==> src/rtl/angle_pair_scheduler.sv <==
// ---------------------------------------------------------------------------
// angle_pair_scheduler
//
// Shares one angle engine between NUM_PAIRS microphone-pair requesters.
// A round-robin arbiter picks a requesting pair while IDLE. The pair's lag
// is then presented to the engine for up to TIMEOUT cycles (ISSUE). A
// one-cycle RESULT state acknowledges the pair and reports either a fresh
// angle or a timeout. A GAP of idle engine cycles follows before the next
// grant.
//
// Handshake: req[i] is a level request that the pair holds until it sees
// ack[i]. ack is a one-hot pulse, one cycle wide, asserted only in RESULT.
// eng_ena is high on every ISSUE cycle. eng_done is honoured only while
// eng_ena is high, and is ignored in every other state.
//
// Ports
//   clk_60MHz    in   sole clock, rising edge
//   rst_n        in   asynchronous active-low reset
//   req          in   [NUM_PAIRS]      level request per pair
//   lag_in       in   [6*NUM_PAIRS]    signed lag, pair i at [6i+5:6i]
//   ack          out  [NUM_PAIRS]      one-hot job-close pulse
//   eng_ena      out  engine enable (high throughout ISSUE)
//   eng_lag      out  [6]   lag of the current/last granted pair
//   eng_angle    in   [16]  engine result, valid with eng_done
//   eng_done     in   engine completion pulse
//   angle_out    out  [16]  last successful engine result
//   angle_valid  out  one-cycle pulse on a successful job
//   angle_id     out  [2]   pair index of the last finished job
//   busy         out  high in every state except IDLE
//   timeout_err  out  one-cycle pulse on an aborted job
//   state_dbg    out  [2]   current FSM state (IDLE=0 ISSUE=1 RESULT=2 GAP=3)
// ---------------------------------------------------------------------------
`timescale 1ns/1ps
module angle_pair_scheduler #(
    parameter int NUM_PAIRS = 4,
    parameter int TIMEOUT   = 64,
    parameter int GAP       = 2
) (
    input  logic                   clk_60MHz,
    input  logic                   rst_n,
    input  logic [NUM_PAIRS-1:0]   req,
    input  logic [6*NUM_PAIRS-1:0] lag_in,
    output logic [NUM_PAIRS-1:0]   ack,
    output logic                   eng_ena,
    output logic [5:0]             eng_lag,
    input  logic [15:0]            eng_angle,
    input  logic                   eng_done,
    output logic [15:0]            angle_out,
    output logic                   angle_valid,
    output logic [1:0]             angle_id,
    output logic                   busy,
    output logic                   timeout_err,
    output logic [1:0]             state_dbg
);

    localparam int GW = (NUM_PAIRS > 1) ? $clog2(NUM_PAIRS) : 1;
    localparam int TW = (TIMEOUT > 1) ? $clog2(TIMEOUT) : 1;
    localparam int CW = (GAP > 1) ? $clog2(GAP) : 1;

    localparam logic [GW-1:0] LAST_PAIR = GW'(NUM_PAIRS - 1);
    localparam logic [TW-1:0] CNT_LAST  = TW'(TIMEOUT - 1);
    localparam logic [CW-1:0] GAP_LAST  = CW'(GAP - 1);

    typedef enum logic [1:0] {
        ST_IDLE   = 2'd0,
        ST_ISSUE  = 2'd1,
        ST_RESULT = 2'd2,
        ST_GAP    = 2'd3
    } state_t;

    state_t          state;
    state_t          state_nxt;

    logic [GW-1:0]   rr;          // round-robin search start
    logic [GW-1:0]   grant;       // pair owning the current job
    logic [TW-1:0]   cnt;         // ISSUE cycle counter
    logic [CW-1:0]   gcnt;        // GAP cycle counter
    logic            aborted;     // last ISSUE ended by timeout
    logic            issue_exit;

    logic            pick_found;
    logic [GW-1:0]   pick_idx;

    logic [5:0]      lag_arr [NUM_PAIRS];

    // Split the packed lag bus into one 6-bit slice per pair.
    for (genvar g = 0; g < NUM_PAIRS; g++) begin : g_lag
        assign lag_arr[g] = lag_in[6*g +: 6];
    end

    // Index base+off, wrapped modulo NUM_PAIRS (off is always < NUM_PAIRS).
    function automatic logic [GW-1:0] rr_offset(input logic [GW-1:0] base,
                                                input int            off);
        logic [GW:0] sum;
        sum = {1'b0, base} + (GW+1)'(off);
        if (sum >= (GW+1)'(NUM_PAIRS)) begin
            sum = sum - (GW+1)'(NUM_PAIRS);
        end
        return sum[GW-1:0];
    endfunction

    // Round-robin pick: first requesting pair at or after rr.
    always_comb begin
        pick_found = 1'b0;
        pick_idx   = rr;
        for (int i = 0; i < NUM_PAIRS; i++) begin
            if (!pick_found && req[rr_offset(rr, i)]) begin
                pick_found = 1'b1;
                pick_idx   = rr_offset(rr, i);
            end
        end
    end

    // State register.
    always_ff @(posedge clk_60MHz or negedge rst_n) begin
        if (!rst_n) begin
            state <= ST_IDLE;
        end else begin
            state <= state_nxt;
        end
    end

    // Next state and state-decoded outputs.
    always_comb begin
        state_nxt   = state;
        ack         = '0;
        eng_ena     = 1'b0;
        angle_valid = 1'b0;
        timeout_err = 1'b0;
        issue_exit  = 1'b0;
        case (state)
            ST_IDLE: begin
                if (pick_found) begin
                    state_nxt = ST_ISSUE;
                end
            end
            ST_ISSUE: begin
                eng_ena = 1'b1;
                // A done on the final cycle still counts as a success.
                if (eng_done || (cnt == CNT_LAST)) begin
                    issue_exit = 1'b1;
                    state_nxt  = ST_RESULT;
                end
            end
            ST_RESULT: begin
                ack[grant]  = 1'b1;
                angle_valid = !aborted;
                timeout_err = aborted;
                state_nxt   = (GAP > 0) ? ST_GAP : ST_IDLE;
            end
            ST_GAP: begin
                if (gcnt == GAP_LAST) begin
                    state_nxt = ST_IDLE;
                end
            end
            default: begin
                state_nxt = ST_IDLE;
            end
        endcase
    end

    assign busy      = (state != ST_IDLE);
    assign state_dbg = state;

    // Job datapath: grant/lag latch, counters, result capture, rr pointer.
    always_ff @(posedge clk_60MHz or negedge rst_n) begin
        if (!rst_n) begin
            rr        <= '0;
            grant     <= '0;
            cnt       <= '0;
            gcnt      <= '0;
            aborted   <= 1'b0;
            eng_lag   <= '0;
            angle_out <= '0;
            angle_id  <= '0;
        end else begin
            case (state)
                ST_IDLE: begin
                    if (pick_found) begin
                        grant   <= pick_idx;
                        eng_lag <= lag_arr[pick_idx];
                        cnt     <= '0;
                    end
                end
                ST_ISSUE: begin
                    cnt <= cnt + 1'b1;
                    if (issue_exit) begin
                        aborted  <= !eng_done;
                        angle_id <= 2'(grant);
                        if (eng_done) begin
                            angle_out <= eng_angle;
                        end
                    end
                end
                ST_RESULT: begin
                    rr   <= (grant == LAST_PAIR) ? '0 : grant + 1'b1;
                    gcnt <= '0;
                end
                ST_GAP: begin
                    gcnt <= gcnt + 1'b1;
                end
                default: begin
                end
            endcase
        end
    end

endmodule

==> config.mk <==
export PLATFORM = sky130hd
export DESIGN_NAME = angle_pair_scheduler
export DESIGN_NICKNAME = d
export VERILOG_FILES = /design/src/rtl/angle_pair_scheduler.sv
export SDC_FILE = /design/constraint.sdc
export NUM_CORES = 1
export LEC_CHECK = 0
export ABC_AREA = 1
export BUFFER_PORTS_ARGS = -buffer_cell sky130_fd_sc_hd__buf_2
export CELL_PAD_IN_SITES_DETAIL_PLACEMENT = 1
export CELL_PAD_IN_SITES_GLOBAL_PLACEMENT = 1
export CORE_ASPECT_RATIO = 1.5
export CORE_UTILIZATION = 38
export CTS_CLUSTER_SIZE = 14
export DETAILED_ROUTE_END_ITERATION = 12
export GPL_ROUTABILITY_DRIVEN = 0
export PLACE_DENSITY_LB_ADDON = 0.05
export SLEW_MARGIN = 10
export SYNTH_ARGS = -nofsm -noshare
export SYNTH_HDL_FRONTEND = slang
export SYNTH_SLANG_ARGS = --single-unit
export TNS_END_PERCENT = 1
==> constraint.sdc <==
create_clock -name clk_60MHz -period 3.7 [get_ports clk_60MHz]
set_clock_uncertainty 0.2 [all_clocks]
set_input_delay 0 -clock clk_60MHz [delete_from_list [all_inputs] [get_ports clk_60MHz]]
set_output_delay 0 -clock clk_60MHz [all_outputs]
set_load 0.01 [all_outputs]
-- Word-level counts from Yosys, hierarchy flattened
Index checks and enable logic that the tools add are counted.
- add/subtract/negate cells: 10
- magnitude comparators: 11
- equal/unequal tests: 8
- mux-type cells: 39
- bitwise operators: 1
- reduce and logical (&&, ||, !) cells: 19
- operators by type and width (kind ; count):
    $mux 2 ; 12
    $mux 6 ; 3
    $lt 2x3->1 const B ; 5
    $mux 1 ; 14
    $bmux 6 s2 ; 1
    $ge 3x3->1 const B ; 4
    $pmux 6 s2 ; 1
    $bmux 1 s2 ; 4
    $pmux 2 s4 ; 1
    $sub 2x1->2 const B ; 4
    $add 2x2->3 const B ; 2
    $add 6x1->6 const B ; 1
    $eq 2x2->1 const B ; 3
    $eq 6x6->1 const B ; 1
    $ne 2x2->1 const B ; 3
    $reduce_and 2->1 ; 3
    $reduce_and 3->1 ; 2
    $reduce_bool 2->1 ; 3
    $logic_not 1->1 ; 5
    $logic_and 1x1->1 ; 4
    $mux 4 ; 1
    $add 2x1->3 const B ; 1
    $ge 2x3->1 const B ; 1
    $not 2->3 ; 1
    8 further kinds ; 8
- flip-flop bits (word level): 38
- output and inout bits: 34
- word-level logic and storage cells: 97

-- Depth between registers and ports, before layout
- word-level depth: 18
- depth in mapped cells: 18
- mapped depth without buffers: 16

-- Worst setup path before layout
OpenSTA, ideal clock, no wires.
- path kind: reg-to-reg
- from: register state[1], in the netlist state_dbg[1]
- to: register angle_out[10]
- arrival time: 1849 ps
- slack: 1527 ps
- stages on the path, launching flop included: 7
- period minus slack after synthesis: 2173 ps
- path through: dfrtp_1 inv_1 ha_1 clkbuf_1 nand2_1 clkbuf_1 mux2_2
- word-level cells in the longest chain between the ends: 3
- ends and longest elaborated chain (item ; line ; source):
    start: declaration ; 71 ; state_t state;
    start signal: assignment ; 119 ; state <= state_nxt;
    $eq 2x1->1 (*) ; 131, 177 ;
    $mux 1 ; 131 ; case (state)
    $reduce_and 3->1 (no line) (*) ; n/a ;
    end signal: assignment ; 191 ; angle_out <= eng_angle;
    end: declaration ; 48 ; output logic [15:0] angle_out,
Every way passes the cells marked *; elsewhere a longest branch is shown, timed or not.
A chain may end at the register's enable or synchronous reset.

-- Worst setup path after layout
- from: register rr[0]
- to: register eng_lag[2]
- word-level cells in the longest chain between the ends: 18
- ends and longest elaborated chain (item ; line ; source):
    start: declaration ; 74 ; logic [GW-1:0] rr;
    start signal: assignment ; 196 ; rr <= (grant == LAST_PAIR) ? '0 : grant + 1'b1;
    parallel branches: the longest is 18 deep, another holds $add 2x1->3 ; n/a ;
    end signal: assignment ; 181 ; eng_lag <= lag_arr[pick_idx];
    end: declaration ; 45 ; output logic [5:0] eng_lag,
Parallel ways; which one is timed is not known. The select of a mux whose other input is x is not followed.

==> impl_summary.md <==
STA
The timing-limited maximum frequency is 310 MHz. Of the available clock period, the critical path in the final layout requires 87.2%. The final count of hold timing violations is 0.

Setup repair after global routing left no endpoint under its margin. The count of final max-slew check failures is 0. Headroom to the max-slew limit came out at 42.3%. The final setup violation count is 0. The worst path needs 3.23 ns of the cycle, external delays included.

The pin slew with the least headroom to its limit is 0.866 ns. The final sum of negative setup slack is 0 ns. The tightest hold margin is 0.0254 ns.

Placed design
The HPWL after detailed placement is 4.66 mm. In this run the tool buffered the top-level ports with 80 buffer cells.

Logic synthesis
The cell area that synthesis handed to floorplanning was 0.00236 mm^2. The share of Yosys cell area claimed by the top area cell type is 40.2%. Counting instances in the post-synthesis netlist gives the leading cell types as nand2_1 (124), dfrtp_1 (38), nand3_1 (26), inv_1 (25), mux2_2 (16).

Synthesis produced a netlist with a net count of 361. The share of the yosys chip area belonging to registers is 40.2%. The async set-reset flop share out of synthesis is 100%. The count of synthesis-stage warnings from yosys is 0. Synthesis inferred 38 register bits. The most used flip-flop cell after synthesis is dfrtp_1. The count of flip-flops with a built-in enable after synthesis is 0. In the synthesized netlist, the number of instances is 305. The biggest area contributor in the post-synthesis netlist is dfrtp_1. The most instantiated library cell after synthesis is nand2_1. Ranked by total cell area, the synthesized netlist is headed by dfrtp_1 (40%), nand2_1 (20%), mux2_2 (7.6%). Each instance of the synthesized netlist takes up on average 7.75 um^2.

After synthesis, the netlist uses 28 different library cells.

Setup path
The worst setup path is launched from a flop. For the worst setup path, the data required time is 3.68 ns. The depth of the most critical reg-to-reg path is 16. Along the worst path, the maximum fanout reaches 13. Data arrives at the worst endpoint at 3.21 ns. The start point of the critical path is rr[0]$_DFFE_PN0P_. The startpoint identified for the worst register-to-register timing path is rr[0]$_DFFE_PN0P_. The worst setup path is of the flop to flop kind. The type of destination of the critical path is a flop.

Floorplanning
The number of primary I/O pins is 81. Measured along the y axis, the die boundary spans 98.6 um. The floorplan step set the die width to 66.4 um. The initial standard-cell utilization of the core is 40.0%. The floorplan die area is 0.00655 mm^2. The floorplan row count is 34.

The core footprint is 0.00591 mm^2.

Layout
The share of final-layout standard cells stronger than drive strength 1 is 28.9%. In the final layout, the multi-input gates occupy 0.00123 mm^2. In the final design database the tool counted 480 nets.

The number of diodes added for antenna fixing is 0. In the final layout, flip-flops and latches occupy 951 um^2. The filler cells instantiated in the layout total 766. The synthesis-to-layout area growth is 41.5%.

Power and ir drop
Summed over all cells, the static leakage comes to 1.82 nW. For this design the ratio of total power to cell area is 904 mW/mm^2. Combinational cells account for 60.4% of the total power. Of the total power, registers draw 25.1%. Net switching is 45.8% of the power. VDD sags by at most 0.000524 V.

In this run the power spent charging and discharging nets is 1.38 mW. The internal power contribution is 1.64 mW. The part of the total power dissipated in the clock network is 14.5%.

Routing
The number of remaining DRC errors is 0. The number of detailed-routing iterations run before antenna repair is 4. After detailed routing, the average wire length per cell comes to 14.3 um. The vias per cell is 4.84.

Summed over all layers, the routed wires come to 7.09 mm. In this run, the number of DRC markers left after iteration 0 of detailed routing was 100. The count of nets left with antenna violations once routing finished came out at 0. The count of vias placed by the detailed router is 2405.

Global route
The overall fraction of global-route tracks in use is 23.8%. For this run the aggregate overflow at the end of global routing stands at 0. The number of global-route vias before repair is 2646. The number of antenna violations at the first check in global routing is 0.

Entering global routing, the biggest net connects 39 pins. The first-pass GRT wire length is 12.0 mm.

Flow run
Across the run, the number of max-cap violations was 0.

Clock network
TritonCTS built the clock tree. The clock passes through at most 2 buffers. CTS placed an instance of clkbuf_8 at the clock tree root.

In this run the number of H-tree levels came out at 2. At the later pin of the worst-skew pair, clock insertion delay measures 0.29 ns. The clock-pin transition on the worst setup and hold timing paths is 0.08 ns.

Buffers added to address setup during post-CTS repair amount to 0. The number of buffers created by CTS is 5. CTS saw 38 sinks.

Worst hold path
The hold path startpoint is eng_done. The tightest min-delay check is of the input port to flop type. Along the worst hold path, the cell count comes to 5.

Status
The run finished with clean final reports.
==> power groups by stage <==
stage | Sequential (mW) | Combinational (mW) | Clock [mW]
floorplan | 0.780 | 1.19 | 0
global placement | 0.754 | 1.59 | 0
detailed placement | 0.760 | 1.63 | 0
CTS | 0.756 | 1.83 | 0.449
global route | 0.787 | 2.06 | 0.458
finish | 0.758 | 1.83 | 0.438
==> placed cells by master (no fill, tap or decap) <==
cell | netlist | final
inv_4 | 1 | 1
a21oi_1 | 7 | 7
inv_1 | 25 | 25
xor2_1 | 2 | 2
nor3_1 | 3 | 3
o21ai_0 | 5 | 5
nand3_1 | 26 | 26
dfrtp_1 | 38 | 38
ha_1 | 9 | 9
nand4_4 | 1 | 1
nand2_1 | 124 | 124
buf_2 | 2 | 80
o21ai_1 | 7 | 7
nand2_2 | 8 | 8
nand4_1 | 3 | 3
nor2_8 | 1 | 1
nand2_4 | 1 | 1
dlygate4sd3_1 | 0 | 41
nor2_1 | 11 | 11
or2_2 | 1 | 1
inv_2 | 2 | 2
nand3_4 | 1 | 1
mux2_2 | 16 | 16
clkbuf_8 | 0 | 6
o21ai_4 | 1 | 1
bufinv_16 | 0 | 2
buf_4 | 2 | 1
o21ai_2 | 1 | 1
a21boi_0 | 1 | 1
==> worst paths after layout <==
| kind | endpoint | slack, ns |
|---|---|---|
| worst max-delay path | eng_lag[2]$_DFFE_PN0P_ | 0.47 |
| worst min-delay path | state_dbg[1]$_DFFE_PN0P_ | 0.03 |
| worst max register to register | eng_lag[2]$_DFFE_PN0P_ | 0.47 |
| worst min register to register | eng_lag[3]$_DFFE_PN0P_ | 0.28 |
| max in group asynchronous | eng_lag[1]$_DFFE_PN0P_ | 2.59 |
| min in group asynchronous | angle_out[12]$_DFFE_PN0P_ | 0.15 |
==> state kept, by name, summed over array words and instances, names as in the netlist <==
name       count
grant          2
rr             2
angle_id       2
cnt            6
gcnt           1
aborted        1
state_dbg      2
angle_out     16
eng_lag        6
==> cell type report <==
type	count	share of cell area [%]
multi-input cells	229	36.9
well taps	72	2.69
repair buffers	122	24.5
clock inverters	2	1.80
inverters	28	3.22
flip-flops and latches	38	28.4
clock buffers	6	2.47
==> metrics by stage <==
| step | instance area [um^2] | power (mW) | setup slack [ns] | std cells | util [%] |
|---|---|---|---|---|---|
| after floorplan | 2360 | 1.97 | 1.53 | 305 | - |
| after global placement | 2790 | 2.34 | 1.08 | 448 | 47.2 |
| after detailed placement | 2790 | 2.39 | 1.04 | 448 | 47.2 |
| after CTS | 3340 | 3.03 | 0.458 | 497 | 56.6 |
| after global routing | 3340 | 3.30 | 0.168 | 497 | 56.6 |
| final | 3340 | 3.02 | 0.472 | 497 | 56.6 |
==> timing repair <==
action | 4_1_cts | 5_1_grt
hold endpoints to repair | 60 | 0
resized for setup | 0 | 0
hold buffers | 41 | 0
==> kinds of logic after synthesis <==
logic type	share of synthesized area, %
adder cells (fa/ha/maj)	4.76
flip-flops	40.2
buffers and inverters	7.52
AO/OA/AOI/OAI	5.40
multiplexers	7.62
XOR/XNOR	0.741
AND/OR/NAND/NOR	33.7
==> per-layer routing <==
layer  vias to the layer above  wire (um)  GRT usage (%)
met1                      1139       2660           24.9
met3                        12        254           3.47
met5                         -          0              0
met2                        57       4010           45.5
li1                       1197          -              -
met4                         0        162           9.49
==> worst max-delay path, cell delays in order (launching register included) <==
cell	delay, ns
dfrtp_1	0.64
inv_2	0.21
nand2_1	0.12
nand2_2	0.11
nand2_2	0.10
nand2_4	0.08
nor2_8	0.14
nand3_4	0.09
nand2_2	0.23
nand2_2	0.24
nand2_1	0.13
nand2_1	0.05
dlygate4sd3_1	0.55
nand2_1	0.07
nand2_1	0.05
nand2_1	0.06
nand2_1	0.05
Note: power is estimated with default switching activity, not from simulation.
